`config.mk`:
```
export PLATFORM = sky130hd
export DESIGN_NAME = serial_adder
export DESIGN_NICKNAME = d
export VERILOG_FILES = /design/src/rtl/serial_adder_pkg.sv /design/src/rtl/serial_adder_full_adder_bit.sv /design/src/rtl/serial_adder.sv
export SDC_FILE = /design/constraint.sdc
export NUM_CORES = 1
export LEC_CHECK = 0
export CAP_MARGIN = 30
export CORE_ASPECT_RATIO = 1.4
export CORE_MARGIN = 2
export CORE_UTILIZATION = 55
export DETAILED_ROUTE_END_ITERATION = 12
export PLACE_DENSITY = 0.8
export SYNTH_ARGS = -nofsm -noshare
export SYNTH_HDL_FRONTEND = slang
export SYNTH_HIERARCHICAL = 1
export SYNTH_SLANG_ARGS = --single-unit
```
`constraint.sdc`:
```
create_clock -name clk -period 4.3 [get_ports clk]
set_clock_uncertainty 0.1 [all_clocks]
set_input_delay 1.29 -clock clk [delete_from_list [all_inputs] [get_ports clk]]
set_output_delay 1.29 -clock clk [all_outputs]
set_load 0.01 [all_outputs]
```
`src/rtl/serial_adder_pkg.sv`:
```
// Shared types and sizing helpers for the bit-serial adder.
package serial_adder_pkg;

  localparam int DEFAULT_WIDTH = 8;

  typedef enum logic [1:0] {
    IDLE = 2'b00,
    RUN  = 2'b01,
    DONE = 2'b10
  } state_t;

  // Bit counter width; clamped to 1 so a degenerate width still elaborates.
  function automatic int cnt_width(input int width);
    return (width < 2) ? 1 : $clog2(width);
  endfunction

endpackage

```
`src/rtl/serial_adder_full_adder_bit.sv`:
```
// One-bit full adder assembled from two half adders; purely combinational.
module half_adder (
  input  logic a,
  input  logic b,
  output logic sum,
  output logic carry
);
  assign sum   = a ^ b;
  assign carry = a & b;
endmodule

module full_adder_bit (
  input  logic a,
  input  logic b,
  input  logic carry_in,
  output logic sum,
  output logic carry_out
);
  logic partial_sum;
  logic carry_ab;
  logic carry_pc;

  half_adder u_ha_ab (
    .a     (a),
    .b     (b),
    .sum   (partial_sum),
    .carry (carry_ab)
  );

  half_adder u_ha_pc (
    .a     (partial_sum),
    .b     (carry_in),
    .sum   (sum),
    .carry (carry_pc)
  );

  // Both carries can never be high together, so OR is exact.
  assign carry_out = carry_ab | carry_pc;
endmodule

```
`src/rtl/serial_adder.sv`:
```
// Bit-serial adder: walks one full adder across WIDTH bits LSB first,
// with valid/ready handshakes on operand and result sides.
module serial_adder
  import serial_adder_pkg::*;
#(
  parameter int WIDTH = DEFAULT_WIDTH
) (
  input  logic             clk,
  input  logic             rst_n,
  input  logic             in_valid,
  output logic             in_ready,
  input  logic [WIDTH-1:0] a,
  input  logic [WIDTH-1:0] b,
  input  logic             carry_in,
  output logic             out_valid,
  input  logic             out_ready,
  output logic [WIDTH-1:0] out_sum,
  output logic             out_carry
);

  localparam int CNT_W = cnt_width(WIDTH);
  localparam logic [CNT_W-1:0] LAST_CNT = CNT_W'(WIDTH - 1);

  state_t           state;
  logic [WIDTH-1:0] a_sr;
  logic [WIDTH-1:0] b_sr;
  logic [WIDTH-1:0] sum_sr;
  logic             carry_r;
  logic [CNT_W-1:0] cnt;
  logic             sum_bit;
  logic             carry_bit;

  full_adder_bit u_fa (
    .a         (a_sr[0]),
    .b         (b_sr[0]),
    .carry_in  (carry_r),
    .sum       (sum_bit),
    .carry_out (carry_bit)
  );

  // in_ready/out_valid are kept as flops so neither depends on the handshake inputs.
  always_ff @(posedge clk or negedge rst_n) begin
    if (!rst_n) begin
      state     <= IDLE;
      in_ready  <= 1'b1;
      out_valid <= 1'b0;
      a_sr      <= '0;
      b_sr      <= '0;
      sum_sr    <= '0;
      carry_r   <= 1'b0;
      cnt       <= '0;
      out_sum   <= '0;
      out_carry <= 1'b0;
    end else begin
      case (state)
        IDLE: begin
          if (in_valid) begin
            a_sr     <= a;
            b_sr     <= b;
            carry_r  <= carry_in;
            cnt      <= '0;
            state    <= RUN;
            in_ready <= 1'b0;
          end
        end
        RUN: begin
          a_sr    <= {1'b0, a_sr[WIDTH-1:1]};
          b_sr    <= {1'b0, b_sr[WIDTH-1:1]};
          sum_sr  <= {sum_bit, sum_sr[WIDTH-1:1]};
          carry_r <= carry_bit;
          cnt     <= cnt + 1'b1;
          if (cnt == LAST_CNT) begin
            out_sum   <= {sum_bit, sum_sr[WIDTH-1:1]};
            out_carry <= carry_bit;
            state     <= DONE;
            out_valid <= 1'b1;
          end
        end
        DONE: begin
          if (out_ready) begin
            state     <= IDLE;
            in_ready  <= 1'b1;
            out_valid <= 1'b0;
          end
        end
        default: begin
          state     <= IDLE;
          in_ready  <= 1'b1;
          out_valid <= 1'b0;
        end
      endcase
    end
  end

endmodule
```
==> impl_metrics.ini <==
[cells_and_area]
finalInstanceArea_um2 = 2180
layout-drive-gt1-share_pct = 10.2
syn2layout_area_growth_pct = 19.8
nets = 221
n_antenna_cell = 0
stdcell_count = 235

[place]
dp_hpwl_um = 2440
gp_congestion = 0.803
place_area_um2 = 2110
portBuffers = 31
dp_cells = 228

[yosys]
synth_area_leaders = dfrtp_1, nor3_1, mux2_4
yosys_most_used_dff = dfrtp_1
synthAdderAreaFrac_pct = 2.75
synth-seq-cells = 40
synth_area_per_cell_um2 = 10.7
postSynthCellCount = 170
yosysTopAreaCell = dfrtp_1
synthMuxAreaShare_pct = 7.41
synth_top_area_share_pct = 53.5
syn_nets = 195
async_reset_ff_share_pct = 100
synth_warnings = 6
synth_compound_area_share_pct = 11.8
ys_seq_area_share_pct = 55.0
synthXorXnorAreaFrac_pct = 0
yosysUniqueCellTypes = 27
synth_top_family_by_area = simple AND/OR/NAND/NOR gates
synth-simple-area-share_pct = 19.0
synth_edf_count = 0
synth_area_um2 = 1820

[routing]
num_vias = 1390
wl_per_cell_um = 15.2
ant_nets = 0
drt-total-wl_um = 3570
remaining_drc_errors = 0
firstDrtPassIters = 4
drtIter0Drc = 53
via_per_inst = 5.91

[power]
power.density_nw_per_um2 = 710
p_leak_nw = 0.961
ir_worst_vdd_mv = 0.403

[global_routing]
grt_max_degree = 41
met1_usage_pct = 27.0
grtUsageMet3_pct = 6.58
grt.total_usage_pct = 22.6
grt_pass1_vias = 1389
grt_pass1_wl_um = 6290
gr-total-overflow = 0
top_usage_layer = met2
grt_use_met2_pct = 37.2
grt_antenna_before_repair = 0

[timing]
hold_viol_final = 0
relSlewSlack_pct = 32.7
min_period_over_period_pct = 64.2
finalMaxSlewViolations = 0
setup_viol_count_final = 0
worstMarginPinSlew_ps = 1010
max_freq_mhz = 362
finalSetupTns_ps = 0
rsz0062_at_grt = false
min_period_ps = 2760

[die]
die_w_um = 52.7
dieArea_um2 = 3800
io_pins = 32
initial_core_util_pct = 57.8
dieHeight_um = 72.1
coreArea_um2 = 3150
num_rows = 24

[critical_path]
regToRegSetupSlack_ps = 1870
cpPeakStageDelay_ps = 550
worstSetupPathType = reg -> out
worst-path-buf-inv = 1
worstPathCellList = clkdlybuf4s50_1
critical_path.max_fanout = 3
r2r_start = state[0]$_DFFE_PN0P_
worstPathRequired_ps = 2910
start_kind = flop
r2r_cells = 3
endpoint = in_ready
cp_slowest_cell = dfstp_2
crit_family = flip-flops
endpoint_kind = output port
startpoint = in_ready$_DFFE_PN1P_
path_depth = 1
arrival_ps = 1370
r2r_end = a_sr[4]$_DFFE_PN0P_

[clock_tree]
h-tree-depth = 2
clk_pin_slew_ps = 80
holdBufCountCts = 0
cts_resized = 0
numCtsBuffers = 5
cts_root_buffer = clkbuf_8
clock_latency_ps = 290
cts_setup_buffers = 0
cts_sinks = 40
cts_tree = done
cts.path.max_buffers = 2

[job]
maxCapViolations = 0

[outcome]
status = completed

[min_path]
worstHoldPathType = reg -> reg
==> stage by stage <==
stage,util [%],power (W),worst slack [ps],hold WS (ps)
final,69.3,0.00155,1540,387
after global routing,69.3,0.00168,1500,414
after CTS,69.3,0.00157,1530,394
after detailed placement,66.8,0.00133,1320,376
after global placement,66.8,0.00128,1360,360
after floorplan,-,0.00113,2260,346
==> logic make-up after synthesis <==
kind of cell | Yosys count
AND/OR/NAND/NOR | 71
flip-flops | 40
AO/OA/AOI/OAI | 33
buffers and inverters | 13
multiplexers | 9
adder cells (fa/ha/maj) | 4
==> synthesized netlist by cell type, types with 2 or more instances <==
library cell,n
o21ai_1,6
nor3_1,28
mux2_4,9
o32ai_1,5
buf_2,5
nand2_1,25
or2_1,2
a21oi_1,3
dfrtp_1,39
nor2_1,10
a22o_1,2
buf_4,3
o22ai_1,14
clkbuf_1,3
ha_1,4
==> state kept, by name (all words and copies together), names as in the netlist <==
signal     count
in_ready       1
b_sr           8
state          2
a_sr           8
cnt            3
out_valid      1
out_sum        8
out_carry      1
sum_sr         7
carry_r        1
==> how the worst min path moves through the flow <==
| stage | startpoint | end | slack (ps) | depth (start not counted) |
|---|---|---|---|---|
| CTS | sum_sr[1]$_DFFE_PN0N_ | sum_sr[1]$_DFFE_PN0N_ | 390 | 2 |
| floorplan | sum_sr[1]$_DFFE_PN0N_ | sum_sr[1]$_DFFE_PN0N_ | 350 | 2 |
| finish | sum_sr[1]$_DFFE_PN0N_ | sum_sr[1]$_DFFE_PN0N_ | 390 | 2 |
| detailed placement | sum_sr[1]$_DFFE_PN0N_ | sum_sr[1]$_DFFE_PN0N_ | 380 | 2 |
| global route | sum_sr[1]$_DFFE_PN0N_ | sum_sr[1]$_DFFE_PN0N_ | 410 | 2 |
| global placement | sum_sr[1]$_DFFE_PN0N_ | sum_sr[1]$_DFFE_PN0N_ | 360 | 2 |
==> area by class of cell <==
type,count,area [um2]
sequential,40,1000
fill,255,968
multi-input combinational,117,747
timing repair buffer,31,305
clock buffer,6,72.6
tap,39,48.8
clock inverter,1,5.00
inverter,1,3.75
==> worst reg2reg max path: stages, from the launching register on <==
cell,delay [ps]
dfrtp_1,1010
nand2b_1,760
o22ai_1,380
nor3_1,80
==> report_power, final <==
| part | total, W | switching [W] | internal [W] |
|---|---|---|---|
| combinational | 0.000608 | 0.000286 | 0.000323 |
| sequential | 0.000709 | 0.000153 | 0.000556 |
| clock | 0.000234 | 0.000124 | 0.000110 |
| total | 0.00155 | 0.000563 | 0.000989 |
==> cells in the final DEF, fill, tap and decap left out, types with 2 or more instances in the layout <==
cell / netlist / final
o22ai_1: 14 / 14
clkdlybuf4s50_1: 0 / 30
a22o_1: 2 / 2
a21oi_1: 3 / 3
or2_1: 2 / 2
ha_1: 4 / 4
dfrtp_1: 39 / 39
nor3_1: 28 / 28
mux2_4: 9 / 9
o21ai_1: 6 / 6
o32ai_1: 5 / 5
nor2_1: 10 / 10
nand2_1: 25 / 25
clkbuf_8: 0 / 5
==> per-layer routing <==
metal / vias to the layer above / wire length, um
met1: 680 / 1470
li1: 658 / -
met5: - / 0
met2: 42 / 1830
met4: 0 / 101
met3: 10 / 163
No activity file was read; power rests on OpenSTA's default activity.
